===== config.mk =====
export PLATFORM = sky130hd
export DESIGN_NAME = decimating_boxcar_filter
export DESIGN_NICKNAME = d
export VERILOG_FILES = /design/src/rtl/decimating_boxcar_filter.sv
export SDC_FILE = /design/constraint.sdc
export NUM_CORES = 1
export LEC_CHECK = 0
export ABC_CLOCK_PERIOD_IN_PS = 3200
export BUFFER_PORTS_ARGS = -buffer_cell sky130_fd_sc_hd__buf_2
export CAP_MARGIN = 20
export CORE_MARGIN = 1.5
export CORE_UTILIZATION = 50
export CTS_CLUSTER_SIZE = 16
export DETAILED_ROUTE_END_ITERATION = 6
export PLACE_DENSITY = 0.73
export SETUP_SLACK_MARGIN = 0.15
export SLEW_MARGIN = 5
export SYNTH_ARGS = -nofsm -noshare
export SYNTH_HDL_FRONTEND = slang
export SYNTH_SLANG_ARGS = --single-unit

===== constraint.sdc =====
create_clock -name clk -period 3.2 [get_ports clk]
set_clock_uncertainty 0.15 [all_clocks]
set_input_delay 0.64 -clock clk [delete_from_list [all_inputs] [get_ports clk]]
set_output_delay 0.64 -clock clk [all_outputs]
set_load 0.02 [all_outputs]

===== src/rtl/decimating_boxcar_filter.sv =====
// Decimating boxcar (moving-window mean) filter: averages 2^LOG2_DECIM accepted
// samples per window and queues each mean in a 2-entry registered output FIFO.
module decimating_boxcar_filter #(
    parameter int DATA_WIDTH = 16,
    parameter int LOG2_DECIM = 3
) (
    input  logic                  clk,
    input  logic                  rst_n,
    input  logic                  en,
    input  logic [DATA_WIDTH-1:0] data_in,
    input  logic                  data_valid,
    output logic [DATA_WIDTH-1:0] data_out,
    output logic                  data_out_valid,
    input  logic                  out_ready,
    output logic [1:0]            buf_level,
    output logic                  overflow,
    input  logic                  clear_ovf
);

    localparam int ACC_W = DATA_WIDTH + LOG2_DECIM;

    logic signed [ACC_W-1:0]  acc;
    logic signed [ACC_W-1:0]  sum;
    logic signed [ACC_W-1:0]  mean_full;
    logic [LOG2_DECIM-1:0]    count;
    logic [DATA_WIDTH-1:0]    result;
    logic [DATA_WIDTH-1:0]    tail;
    logic [1:0]               level;
    logic                     accept;
    logic                     push;
    logic                     pop;

    always_comb begin
        accept    = en && data_valid;
        sum       = acc + $signed({{LOG2_DECIM{data_in[DATA_WIDTH-1]}}, data_in});
        // Arithmetic shift gives floor rounding toward minus infinity.
        mean_full = sum >>> LOG2_DECIM;
        result    = mean_full[DATA_WIDTH-1:0];
        push      = accept && (count == '1);
        pop       = (level != 2'd0) && out_ready;
    end

    always_ff @(posedge clk or negedge rst_n) begin
        if (!rst_n) begin
            acc   <= '0;
            count <= '0;
        end else if (!en) begin
            acc   <= '0;
            count <= '0;
        end else if (accept) begin
            if (push) begin
                acc   <= '0;
                count <= '0;
            end else begin
                acc   <= sum;
                count <= count + 1'b1;
            end
        end
    end

    // data_out is the FIFO head register itself; tail holds the second entry.
    always_ff @(posedge clk or negedge rst_n) begin
        if (!rst_n) begin
            data_out <= '0;
            tail     <= '0;
            level    <= 2'd0;
        end else begin
            case (level)
                2'd0: begin
                    if (push) begin
                        data_out <= result;
                        level    <= 2'd1;
                    end
                end
                2'd1: begin
                    if (push && pop) begin
                        data_out <= result;
                    end else if (push) begin
                        tail  <= result;
                        level <= 2'd2;
                    end else if (pop) begin
                        level <= 2'd0;
                    end
                end
                2'd2: begin
                    if (pop) begin
                        data_out <= tail;
                        if (push) begin
                            tail <= result;
                        end else begin
                            level <= 2'd1;
                        end
                    end
                end
                default: level <= 2'd0;
            endcase
        end
    end

    // A drop in the same cycle as clear_ovf wins so no loss goes unreported.
    always_ff @(posedge clk or negedge rst_n) begin
        if (!rst_n) begin
            overflow <= 1'b0;
        end else if (push && (level == 2'd2) && !pop) begin
            overflow <= 1'b1;
        end else if (clear_ovf) begin
            overflow <= 1'b0;
        end
    end

    assign data_out_valid = (level != 2'd0);
    assign buf_level      = level;

endmodule


==> impl_metrics.py <==
metrics = {
    "global_route": {
        "first_global_vias": 2489,
        "grtUsageTotal_pct": 23.52,
        "grt_overflow": 0,
        "grt_start_max_net_pins": 27,
        "grt_first_pass_wirelength_mm": 11.63,
        "antenna_found_initial": 0,
    },
    "timing": {
        "period_share_pct": 88.59,
        "fin_hold_ws_ps": 89.30,
        "rsz0062_at_grt": "false",
        "layout_min_cycle_time_ps": 2835,
        "slew_headroom_pct": 34.18,
        "fin_tns_setup_ps": 0,
        "hold_viol_final": 0,
        "slew_violations": 0,
        "max_freq_mhz": 352.7,
        "finalSetupViolations": 0,
        "worst_pin_slew_ps": 986.6,
    },
    "clock_network": {
        "cts_tree": "yes",
        "cts_post_setup_buffers_inserted": 0,
        "cts_root_buffer": "clkbuf_8",
        "hold_buffers": 0,
        "cts_resized": 0,
        "clk_latency_ps": 340,
        "cts_buffer_depth": 2,
        "clk_pin_slew_worst_paths_ps": 60,
        "cts_buffers": 9,
        "cts_sinks": 57,
        "htreeDepth": 3,
    },
    "routing": {
        "dr.pass1.iters": 4,
        "drtIter0Drc": 108,
        "totalWireLength_mm": 6.925,
        "via_per_inst": 5.808,
        "route.vias.total": 2544,
        "wl_per_cell_um": 15.81,
        "drtAntennaViolNets": 0,
        "drcViolationCount": 0,
    },
    "floorplanning": {
        "ios": 42,
        "initial_core_util_pct": 52.09,
        "fp.dieArea_um2": 6724,
        "num_rows": 28,
        "die_h_um": 82,
        "die_width_um": 82,
        "coreArea_um2": 5991,
    },
    "hold_path": {
        "min_path_type": "input port to asynchronous set/reset pin",
    },
    "worst_setup_path": {
        "r2r_cells": 9,
        "path_class": "input port to flop",
        "cp-end-kind": "flop",
        "r2r-start": "acc[0]",
        "r2r_slack_ps": 390,
        "worstSetupStartpointType": "input port",
        "path_max_fanout": 4,
        "r2r-end": "tail[13]",
        "cp.required_ps": 3290,
        "crit_arrival_ps": 2920,
    },
    "finish": {
        "diodes": 0,
        "layout_commonest_cell": "dfrtp_1",
        "nets": 402,
        "final_cell_mix": "dfrtp_1 (57), nand2_1 (50), buf_2 (41)",
        "syn_to_final_growth_pct": 15.72,
        "drive_gt1_share_pct": 22.04,
    },
    "logic_synthesis": {
        "ys_async_sr_fraction_pct": 100.0,
        "synth_edf_count": 0,
        "seq_area_frac_synth_pct": 45.71,
        "synth_cells": 312,
        "synth_top_area_share_pct": 45.71,
        "yosysWarnings": 0,
        "synth_nets": 355,
        "ys_ff_latch": 57,
        "synth_ff_type": "dfrtp_1",
        "synth_area_leaders": "dfrtp_1 (46%), ha_1 (8.0%), nand2_1 (6.0%)",
        "synth_area_per_cell_um2": 10.00,
        "synth_cell_type_count": 48,
        "yosysTopAreaCell": "dfrtp_1",
        "synth.cell_area_um2": 3120,
    },
    "job": {
        "drv_cap": 0,
    },
    "pwr": {
        "cellLeakagePower_nw": 1.835,
        "p_per_area_nw_per_um2": 570.2,
        "irDropWorstVdd_mv": 0.3095,
    },
    "placed_design": {
        "io_buffers": 41,
        "dp_hpwl_mm": 5.108,
        "gp_congestion": 0.9298,
    },
    "run_status": {
        "status": "finished clean",
    },
}
## worst max path at each step
stage	start	to	slack, ps	cells after the start
2_1_floorplan	data_in[0]	acc[16]	330	9
3_3_place_gp	data_in[0]	acc[16]	90	10
3_5_place_dp	data_in[0]	tail[13]	60	10
4_1_cts	data_in[0]	tail[13]	390	10
5_1_grt	data_in[0]	tail[13]	200	10
6_report	data_in[0]	tail[13]	370	10
## worst max-delay path, stage by stage
cell	delay (ps)
buf_2	100
ha_1	230
fa_1	430
a21o_2	210
a21oi_1	180
o21ai_1	170
a31oi_1	310
o21ai_1	130
mux2_2	320
o31ai_1	210
## synth_stat cells, drive strengths merged (7+ instances only)
cell / count
nor2: 11
a21o: 8
a31oi: 10
dfrtp: 57
clkbuf: 10
o21ai: 31
a22o: 9
ha: 20
mux2: 7
a21oi: 19
nand3: 7
xor2: 7
xnor2: 9
nand2: 50
## per-stage QoR
step | area, um^2 | total power, mW | cells | worst slack [ps] | utilization, %
2_1_floorplan | 3120 | 1.223 | 312 | 330.9 | -
3_3_place_gp | 3416 | 1.365 | 423 | 90.65 | 57.02
3_5_place_dp | 3416 | 1.379 | 423 | 63.52 | 57.02
4_1_cts | 3611 | 2.057 | 438 | 387.0 | 60.28
5_1_grt | 3611 | 2.168 | 438 | 204.3 | 60.28
6_report | 3611 | 2.059 | 438 | 365.1 | 60.28
## layout make-up
| class | count | area (um^2) |
|---|---|---|
| timing repair buffer | 47 | 250.2 |
| clock buffer | 12 | 155.1 |
| sequential | 57 | 1426 |
| fill | 496 | 2380 |
| tap | 75 | 93.84 |
| multi-input combinational | 242 | 1638 |
| clock inverter | 3 | 40.04 |
| inverter | 2 | 7.507 |
## layer usage
| layer | GRT usage [%] | share of wire, % | vias up |
|---|---|---|---|
| li1 | - | - | 1231 |
| met1 | 31.76 | 47 | 1234 |
| met2 | 35.74 | 46 | 63 |
| met3 | 6.333 | 4.5 | 16 |
| met4 | 9.492 | 2.1 | 0 |
| met5 | 0 | 0 | - |
## state kept, by name, indices dropped and copies added, names as in the netlist
register,count
count,3
buf_level,2
overflow,1
acc,19
tail,16
data_out,16
## logic make-up (layout without fill, tap and decap cells)
group,after synthesis,count (layout),share of synthesized area [%]
xor gates and xnor gates,17,17,5.253
buffers and inverters,13,64,1.805
and+or+nand+nor,91,91,13.07
muxes,10,10,3.489
AOI/OAI and AO/OA,103,103,22.01
adders and majority gates,21,21,8.661
DFF,57,57,45.71
## power breakdown
part	internal, mW	total, mW	switching, mW
clock network	0.395	0.685	0.290
registers	0.777	0.812	0.0346
logic	0.223	0.562	0.339
(Power assumes the default switching activity.)
